$ cat config.mk
export PLATFORM = sky130hd
export DESIGN_NAME = bitty_sequencer
export DESIGN_NICKNAME = d
export VERILOG_FILES = /design/src/rtl/bitty_sequencer.sv
export SDC_FILE = /design/constraint.sdc
export NUM_CORES = 1
export LEC_CHECK = 0
export CORE_MARGIN = 1.5
export CORE_UTILIZATION = 30
export DETAILED_ROUTE_END_ITERATION = 7
export HOLD_SLACK_MARGIN = 0.06
export PLACE_DENSITY = 0.63
export SETUP_SLACK_MARGIN = 0.3
export SLEW_MARGIN = 20
export SYNTH_ARGS = -nofsm -noshare
export SYNTH_HDL_FRONTEND = slang
export SYNTH_SLANG_ARGS = --single-unit
$ cat constraint.sdc
create_clock -name clk -period 1.6 [get_ports clk]
set_input_delay 0.32 -clock clk [delete_from_list [all_inputs] [get_ports clk]]
set_output_delay 0.32 -clock clk [all_outputs]
set_load 0.02 [all_outputs]
$ cat src/rtl/bitty_sequencer.sv
// rtl/bitty_sequencer.sv - multi-cycle control FSM for the Bitty core
//
// Latches each 16-bit instruction from the fetch unit and steps the datapath
// through source load, ALU/compare, writeback and data-memory handshake, then
// pulses done/en_pc once per instruction. A watchdog aborts a data-memory
// access that is not acknowledged within TIMEOUT cycles and sets sticky err.
//
// Ports:
//   clk          in   rising-edge clock
//   reset        in   asynchronous active-low reset
//   run          in   level; allows instruction issue (sampled in IDLE/DONE)
//   instruction  in   16-bit instruction word, valid during FETCH
//   mem_ack      in   data-memory completion, sampled in MEM
//   en_i         out  instruction-register load
//   en_s         out  S register load
//   en_c         out  C register load
//   sel_mux      out  source select: 0-7 R0-R7, 8 imm, 9 mem data, 10 C
//   alu_sel      out  ALU op; 7 = compare
//   en_reg       out  one-hot register-file write enable
//   mem_req      out  data-memory request
//   mem_we       out  1 = store, valid with mem_req
//   done         out  one-cycle instruction-complete pulse
//   en_pc        out  PC update enable, coincident with done
//   err          out  sticky memory-timeout flag

module bitty_sequencer #(
    parameter int TIMEOUT = 16
) (
    input  logic        clk,
    input  logic        reset,
    input  logic        run,
    input  logic [15:0] instruction,
    input  logic        mem_ack,
    output logic        en_i,
    output logic        en_s,
    output logic        en_c,
    output logic [3:0]  sel_mux,
    output logic [2:0]  alu_sel,
    output logic [7:0]  en_reg,
    output logic        mem_req,
    output logic        mem_we,
    output logic        done,
    output logic        en_pc,
    output logic        err
);

    localparam int CW = (TIMEOUT > 1) ? $clog2(TIMEOUT) : 1;
    localparam logic [CW-1:0] CNT_LAST = CW'(TIMEOUT - 1);

    localparam logic [1:0] FMT_REG    = 2'b00;
    localparam logic [1:0] FMT_IMM    = 2'b01;
    localparam logic [1:0] FMT_BRANCH = 2'b10;
    localparam logic [1:0] FMT_MEM    = 2'b11;

    typedef enum logic [2:0] {
        S_IDLE,
        S_FETCH,
        S_EX1,
        S_EX2,
        S_WB,
        S_MEM,
        S_MEMWB,
        S_DONE
    } state_t;

    state_t          state;
    logic [15:0]     ir;
    logic [CW-1:0]   cnt;

    logic [2:0] rx;
    logic [2:0] ry;
    logic [2:0] alu;
    logic [1:0] fmt;
    logic       is_store;

    assign rx       = ir[15:13];
    assign ry       = ir[12:10];
    assign alu      = ir[4:2];
    assign fmt      = ir[1:0];
    assign is_store = ir[2];

    always_ff @(posedge clk or negedge reset) begin
        if (!reset) begin
            state <= S_IDLE;
            ir    <= '0;
            cnt   <= '0;
            err   <= 1'b0;
        end else begin
            case (state)
                S_IDLE: begin
                    if (run) state <= S_FETCH;
                end
                S_FETCH: begin
                    ir    <= instruction;
                    state <= S_EX1;
                end
                S_EX1: begin
                    state <= (fmt == FMT_MEM) ? S_MEM : S_EX2;
                end
                S_EX2: begin
                    state <= (fmt == FMT_BRANCH) ? S_DONE : S_WB;
                end
                S_WB: begin
                    state <= S_DONE;
                end
                S_MEM: begin
                    // An ack arriving on the last allowed cycle still wins.
                    if (mem_ack) begin
                        cnt   <= '0;
                        state <= is_store ? S_DONE : S_MEMWB;
                    end else if (cnt == CNT_LAST) begin
                        cnt   <= '0;
                        err   <= 1'b1;
                        state <= S_DONE;
                    end else begin
                        cnt <= cnt + CW'(1);
                    end
                end
                S_MEMWB: begin
                    state <= S_DONE;
                end
                S_DONE: begin
                    state <= run ? S_FETCH : S_IDLE;
                end
                default: begin
                    state <= S_IDLE;
                end
            endcase
        end
    end

    // Moore decode from the registered state, so reset clears every enable
    // (including mem_req) as soon as the state register is forced to IDLE.
    always_comb begin
        en_i    = 1'b0;
        en_s    = 1'b0;
        en_c    = 1'b0;
        sel_mux = 4'd0;
        alu_sel = 3'd0;
        en_reg  = 8'h00;
        mem_req = 1'b0;
        mem_we  = 1'b0;
        done    = 1'b0;
        en_pc   = 1'b0;
        case (state)
            S_FETCH: begin
                en_i = 1'b1;
            end
            S_EX1: begin
                sel_mux = {1'b0, rx};
                en_s    = 1'b1;
            end
            S_EX2: begin
                en_c = 1'b1;
                case (fmt)
                    FMT_REG: begin
                        sel_mux = {1'b0, ry};
                        alu_sel = alu;
                    end
                    FMT_IMM: begin
                        sel_mux = 4'd8;
                        alu_sel = alu;
                    end
                    FMT_BRANCH: begin
                        sel_mux = {1'b0, ry};
                        alu_sel = 3'd7;
                    end
                    default: begin
                        en_c = 1'b0;
                    end
                endcase
            end
            S_WB: begin
                sel_mux = 4'd10;
                en_reg  = 8'h01 << rx;
            end
            S_MEM: begin
                mem_req = 1'b1;
                mem_we  = is_store;
            end
            S_MEMWB: begin
                sel_mux = 4'd9;
                en_reg  = 8'h01 << rx;
            end
            S_DONE: begin
                done  = 1'b1;
                en_pc = 1'b1;
            end
            default: begin
            end
        endcase
    end

endmodule

==> impl_metrics.ini, run 1 <==
[status]
run_status = finished with violations
violations = negative setup slack

[global_routing]
grt_antenna_before_repair = 0
grt-ovfl-total = 0
track_usage_pct = 18.4
grt_pass1_vias = 1165
grt_max_degree = 20
grt_pass1_wl_um = 5730

[synth]
ys_seq_area_share_pct = 43.9
synth_flop_cell = dfrtp_1
synthCells = 113
synth.distinct_cells = 35
yosysWarnings = 0
postSynthAreaPerCell_um2 = 9.59
syn_nets = 134
yosys.area.top_type = dfrtp_1
yosysTopAreaCellShare_pct = 43.9
synth.most_common_cell = dfrtp_1
synth.area.top_cells = dfrtp_1, mux2_2, nor2_1
synth_edf_count = 0
syn_area_um2 = 1080
ys_async_sr_fraction_pct = 100
ys_top_cells_by_count = dfrtp_1, nor2_1, mux2_2
synth_seq_cells = 19

[cells_and_area]
drive_gt1_share_pct = 63.4
area_delta_synth_final_pct = 100
antennaDiodeCount = 0
fillerInstances = 251
layout.nets = 205
stdcell_area_um2 = 2170
final_util_pct = 64.0

[die]
pin_count = 43
dieHeight_um = 63.1
fp.dieW_um = 63.1
fp.coreArea_um2 = 3390
die_area_um2 = 3980
initial_utilization_pct = 32.0
fp-row-count = 21

[place]
gp_congestion = 0.745
hpwl_um = 2200
port-buffer-count = 37
dpl_worst_slack_ns = -0.412
place_area_um2 = 1780

[timing]
worst_pin_slew_ns = 0.284
fin_crit_ns = 1.89
fin_ws_ns = -0.294
slew_viol_final = 0
whs_ns = 0.328
rsz0062_at_grt = yes
hold_violations = 0
setup_tns_ns = -3.91
clock_skew_ns = 0.00259
max_freq_ghz = 0.528
relSlewSlack_pct = 81.1
setup_viol = 34
timing.final.crit_share_pct = 118

[detailed_routing]
via_per_inst = 4.81
drtIter0Drc = 17
antenna_left = 0
dr.pass1.iters = 4
wl_per_cell_um = 15.4
wl_um = 3530
vias = 1101
drcViolationCount = 0

[critical_path]
cp_cell_sequence = nand2_8, or4b_4, o21ai_4, buf_6
cp_top_family = simple AND/OR/NAND/NOR gates
critPathSlowestCell = or4b_4
path_buf_inv = 1
crit_cells = 4
cp_data_required_time_ns = 1.28
crit_path_start = state[0]
critical_path_class = reg2out
r2r_setup_slack_ns = -0.08
path_max_fanout = 4
cpPeakStageDelay_ns = 0.50
r2r_start = state[0]
start_kind = flop
r2r_cells = 6
timing.rr.end = cnt[2]
end_kind = output port
cp.arrival_ns = 1.57

[clocking]
clk_path_buf_depth = 2
clock_latency_ns = 0.31
htree_levels = 1
hold_buffers = 0
cts_tree = yes
path_clk_slew_ns = 0.12
clock_sinks = 19
numCtsBuffers = 3
cts_root_buffer = clkbuf_4

[power]
powerDensity_nw_per_um2 = 2140
ir_worst_vdd_uv = 1090
p_leak_uw = 0.000949

[run]
maxCapViolCount = 0

[hold_path]
hold_class = in2async
cells in the final DEF, fill, tap and decap left out, types with 2 or more instances in the layout:
master           synthesis  layout
a21oi_1                  6       3
a21oi_4                  0       2
buf_2                    2       2
buf_4                    3      23
buf_6                    0      31
buf_8                    0       2
clkbuf_4                 0       3
clkdlybuf4s50_1          0      14
dfrtp_1                 19      15
dfrtp_2                  0       4
inv_1                    5       2
inv_2                    0       2
mux2_4                   0      11
nand2_1                  9       7
nand2_4                  0       2
nand2b_1                 7       6
nand3b_1                 2       2
nor2_1                  16       4
nor2_4                   0      11
nor3_4                   0       2
nor3b_4                  0       2
o21ai_0                  5       2
o21ai_1                  0       2
logic make-up (layout without fill, tap and decap cells):
logic type               count (synthesis)  after routing  share of synthesized area [%]
AO/OA/AOI/OAI                           23             23                           13.7
flip-flops                              19             19                           43.9
buffers and inverters                   11             81                           5.08
AND/OR/NAND/NOR                         48             48                           24.7
multiplexers                            11             11                           11.4
adder cells (fa/ha/maj)                  1              1                           1.15
metal layers:
layer | vias up | GRT usage, % | part of all wire [%]
li1 | 536 | - | -
met3 | 5 | 1.79 | 2.4
met1 | 540 | 22.8 | 40
met5 | - | 0 | 0
met2 | 20 | 33.0 | 56
met4 | 0 | 6.67 | 1.6
stage by stage:
stage / total power [uW] / instances
3_3_place_gp: 3320 / 209
6_report: 4650 / 229
3_5_place_dp: 3380 / 209
5_1_grt: 4920 / 229
4_1_cts: 4280 / 223
2_1_floorplan: 2480 / 113
layout make-up:
class,count,area [um2],area share (%)
tap,46,57.6,2.65
clock buffer,4,26.3,1.21
multi-input combinational,83,882,40.6
timing repair buffer,72,702,32.3
inverter,5,22.5,1.04
sequential,19,480,22.1
sequential cells by signal (all words and copies together) (netlist names):
name   cells
ir        11
cnt        4
state      3
err        1
power breakdown:
group	switching (uW)	total (uW)	internal, uW
Sequential	287	1010	727
Clock	166	264	97.6
Combinational	1560	3370	1810
worst max path at each step:
stage	endpoint	slack [ns]
after floorplan	sel_mux[3]	0.10
after global routing	sel_mux[3]	-0.35
after detailed placement	en_reg[4]	-0.41
after global placement	en_reg[4]	-0.39
after CTS	sel_mux[3]	-0.29
final	sel_mux[3]	-0.29
timing repair:
action,CTS,global route
pin swaps,8,11
cloned,1,0
setup endpoints to repair,38,41
resized for setup,170,21
setup buffers,9,6
Power figures use the tool's default switching activity.
==> run 2: changes to the inputs <==
--- a/config.mk
+++ b/config.mk
@@ -5,11 +5,13 @@
 export SDC_FILE = /design/constraint.sdc
 export NUM_CORES = 1
 export LEC_CHECK = 0
+export ABC_AREA = 0
+export CAP_MARGIN = 10
 export CORE_MARGIN = 1.5
-export CORE_UTILIZATION = 30
+export CORE_UTILIZATION = 43
 export DETAILED_ROUTE_END_ITERATION = 7
 export HOLD_SLACK_MARGIN = 0.06
-export PLACE_DENSITY = 0.63
+export PLACE_DENSITY = 0.83
 export SETUP_SLACK_MARGIN = 0.3
 export SLEW_MARGIN = 20
 export SYNTH_ARGS = -nofsm -noshare
==> impl_metrics.ini, run 2 (synthesis results as in run 1) <==
[die]
pin_count = 43
dieHeight_um = 53.2
fp-row-count = 18
fp.coreArea_um2 = 2430
die_area_um2 = 2830
initial_utilization_pct = 44.5
fp.dieW_um = 53.2

[cells_and_area]
final_util_pct = 90.1
largest_reg_flops = 11
stdcell_area_um2 = 2190
drive_gt1_share_pct = 64.0
layout_common_cells = buf_6, buf_4, dfrtp_1
top_register = ir
antennaDiodeCount = 0
regArea_um2 = 480
area_delta_synth_final_pct = 102
layout.nets = 208
multiInputGateArea_um2 = 873
fillerInstances = 96
final_common_cell = buf_6
top_regs = ir x11, cnt x4, state x3

[clocking]
clock_sinks = 19
clock_latency_ns = 0.32
htree_levels = 1
cts_tree = yes
numCtsBuffers = 3
cts_root_buffer = clkbuf_4
path_clk_slew_ns = 0.13
clk_path_buf_depth = 2

[hold_path]
hold_class = in2async

[detailed_routing]
via_per_inst = 6.18
wl_per_cell_um = 23.9
drtIter0Drc = 38
antenna_left = 0
vias = 1335
drcViolationCount = 0
dr.pass1.iters = 4
wl_um = 5160

[critical_path]
cpPeakStageDelay_ns = 0.51
end_kind = output port
critPathSlowestCell = or4b_4
r2r_setup_slack_ns = -0.07
cp_data_required_time_ns = 1.28
cp_top_family = simple AND/OR/NAND/NOR gates
path_buf_inv = 1
path_max_fanout = 4
critical_path_class = reg2out
cp.arrival_ns = 1.60
start_kind = flop
cp_cell_sequence = nand2_8, or4b_4, o21ai_4, buf_6

[global_routing]
grt_pass1_vias = 1267
grt_antenna_before_repair = 0
grt_max_degree = 20
grt_pass1_wl_um = 6480
grt-ovfl-total = 0
track_usage_pct = 33.9

[timing]
setup_viol = 34
hold_violations = 0
fin_crit_ns = 1.92
setup_tns_ns = -5.61
rsz0062_at_grt = yes
timing.final.crit_share_pct = 120
slew_viol_final = 0
max_freq_ghz = 0.521
relSlewSlack_pct = 79.2
clock_skew_ns = 0.0190
worst_pin_slew_ns = 0.309
fin_ws_ns = -0.319

[status]
violations = negative setup slack
run_status = finished with violations

[run]
maxCapViolCount = 0

[power]
p_leak_uw = 0.000972
p_total_uw = 4990
powerDensity_nw_per_um2 = 2280
ir_worst_vdd_uv = 1770

[place]
place_area_um2 = 1760
port-buffer-count = 37
hpwl_um = 2320
gp_congestion = 0.746
## run 2: worst register-to-register path, cell delays in order, from the launching register on
cell	delay, ns
dfrtp_2	0.47
buf_6	0.16
buf_6	0.12
nor3b_4	0.21
buf_6	0.15
buf_8	0.14
mux2_4	0.31
## run 2: worst paths after layout
path,start,endpoint,cells past startpoint
min in group clk,err,err,1
worst max register to register,state[1],ir[12],6
worst max-delay path,state[0],sel_mux[3],4
max in group asynchronous,reset,state[0],2
worst min register to register,err,err,1
worst min-delay path,reset,ir[15],2
## run 2: power breakdown
part	internal, uW	switching, uW	leakage (uW)
sequential	727	341	0.000220
clock	93.7	173	0.0000177
combinational	1870	1790	0.000735
total	2690	2300	0.000972
## run 2: what timing repair did
action	in CTS	in global routing
hold buffers	0	0
gates cloned	1	0
hold endpoints to repair	0	0
buffers inserted	10	8
setup endpoints to repair	40	39
resized for setup	179	17
pin swaps	6	11
## run 2: routing by layer
metal	part of all wire [%]	routed length (um)	GRT usage [%]
met2	54	2770	58.0
met3	6.4	329	7.06
met4	6.2	321	25.2
met1	34	1740	36.3
met5	0	0	0
## run 2: through the flow
step                setup slack, ns  hold WS (ns)  instances
finish                       -0.319         0.346        216
global route                 -0.365         0.354        216
CTS                          -0.278         0.366        208
detailed placement           -0.406         0.501        193
global placement             -0.376         0.453        193
floorplan                     0.102        0.0244        113
## run 2: final cells by class
class,instances,share of cell area (%)
timing repair buffer,75,34.2
tap,30,1.71
multi-input combinational,83,39.9
clock buffer,3,1.03
clock inverter,1,0.228
sequential,19,21.9
inverter,5,1.03
==> run 3: changes to the inputs <==
--- a/config.mk
+++ b/config.mk
@@ -9,8 +9,10 @@
 export CAP_MARGIN = 10
 export CORE_MARGIN = 1.5
 export CORE_UTILIZATION = 43
+export CTS_CLUSTER_SIZE = 40
 export DETAILED_ROUTE_END_ITERATION = 7
 export HOLD_SLACK_MARGIN = 0.06
+export MAX_ROUTING_LAYER = met4
 export PLACE_DENSITY = 0.83
 export SETUP_SLACK_MARGIN = 0.3
 export SLEW_MARGIN = 20
==> impl_metrics.ini, run 3 (synthesis results as in run 1) <==
[status]
run_status = finished with violations
violations = negative setup slack

[run]
maxCapViolCount = 0

[critical_path]
end_kind = output port
start_kind = flop
r2r_setup_slack_ns = -0.07
cp_data_required_time_ns = 1.28
timing.rr.end = ir[12]
critical_path_class = reg2out
cp_cell_sequence = nand2_8, or4b_4, o21ai_4, buf_6
path_max_fanout = 4
cpPeakStageDelay_ns = 0.51
critPathSlowestCell = or4b_4
cp.arrival_ns = 1.60
r2r_start = state[1]
cp_top_family = simple AND/OR/NAND/NOR gates
r2r_cells = 6
path_buf_inv = 1

[timing]
whs_ns = 0.346
setup_viol = 34
relSlewSlack_pct = 79.7
timing.final.crit_share_pct = 120
max_freq_ghz = 0.521
fin_crit_ns = 1.92
hold_violations = 0
rsz0062_at_grt = yes
worst_pin_slew_ns = 0.303
fin_ws_ns = -0.318
slew_viol_final = 0
clock_skew_ns = 0.0144

[die]
dieHeight_um = 53.2
fp-row-count = 18
fp.coreArea_um2 = 2430
pin_count = 43
fp.dieW_um = 53.2
die_area_um2 = 2830
initial_utilization_pct = 44.5

[power]
p_comb_share_pct = 73.3
p_seq_share_pct = 21.5
switching_share_pct = 46.0
power_frac_clock_pct = 5.3
net-switching-power_uw = 2290
ir_worst_vdd_uv = 1770
power.internal_uw = 2690
powerDensity_nw_per_um2 = 2270
p_leak_uw = 0.000972

[detailed_routing]
vias = 1316
wl_um = 5130
drcViolationCount = 0
antenna_left = 0
drtIter0Drc = 31
wl_per_cell_um = 23.7
dr.pass1.iters = 4
via_per_inst = 6.09

[cells_and_area]
fillerInstances = 96
layout_common_cells = buf_6, buf_4, dfrtp_1
layout.nets = 208
antennaDiodeCount = 0
top_regs = ir x11, cnt x4, state x3
final_common_cell = buf_6
stdcell_area_um2 = 2190
drive_gt1_share_pct = 64.0
top_register = ir
area_delta_synth_final_pct = 102
final_util_pct = 90.1
largest_reg_flops = 11

[clocking]
numCtsBuffers = 3
cts_tree = yes
cts_root_buffer = clkbuf_4
hold_buffers = 0
clk_path_buf_depth = 2
htree_levels = 1
path_clk_slew_ns = 0.12
clock_latency_ns = 0.32
clock_sinks = 19

[global_routing]
grt-ovfl-total = 0
grt_pass1_wl_um = 6460
grt_pass1_vias = 1274
grt_antenna_before_repair = 0
grt_max_degree = 20
track_usage_pct = 34.7

[place]
dpl_worst_slack_ns = -0.406
hpwl_um = 2320
port-buffer-count = 37
place_area_um2 = 1760
gp_congestion = 0.755

[hold_path]
hold_class = in2async
## run 3: power by group through the flow
stage / clock [uW] / sequential (uW) / combinational [uW]
finish: 262 / 1070 / 3650
global route: 285 / 1090 / 3810
floorplan: 0 / 960 / 1520
CTS: 266 / 1010 / 3110
detailed placement: 0 / 992 / 2420
global placement: 0 / 963 / 2330
## run 3: final cells by class
type / instances / area (um2) / area share [%]
Multi-Input combinational cell: 83 / 873 / 39.9
Timing Repair Buffer: 75 / 749 / 34.2
Sequential cell: 19 / 480 / 21.9
Tap cell: 30 / 37.5 / 1.71
Clock buffer: 3 / 22.5 / 1.03
Inverter: 5 / 22.5 / 1.03
Clock inverter: 1 / 5.00 / 0.228
## run 3: per-layer routing
layer / vias up / wire, um / GRT usage [%]
met5: - / 0 / -
met4: 0 / 337 / 26.1
met3: 34 / 343 / 6.50
met2: 78 / 2720 / 57.4
met1: 661 / 1720 / 36.4
li1: 543 / - / -
## run 3: stage by stage
stage	setup TNS, ns	power, uW	cells
finish	-5.57	4980	216
global placement	-6.36	3290	193
CTS	-3.94	4390	208
detailed placement	-6.82	3410	193
global route	-7.19	5180	216
floorplan	0	2480	113
## run 3: repair_timing
action / CTS / global route
pin swaps: 6 / 11
gates resized for setup: 179 / 17
endpoints found under the setup margin: 40 / 39
buffers inserted: 10 / 8
gates cloned: 1 / 0
## run 3: worst max path at each step
stage,from,slack [ns],to,cells after the start
6_report,state[0],-0.32,sel_mux[3],4
5_1_grt,state[0],-0.36,sel_mux[3],4
4_1_cts,state[0],-0.28,sel_mux[3],4
3_5_place_dp,state[1],-0.41,sel_mux[3],4
3_3_place_gp,state[1],-0.38,sel_mux[3],4
2_1_floorplan,state[1],0.10,sel_mux[3],4
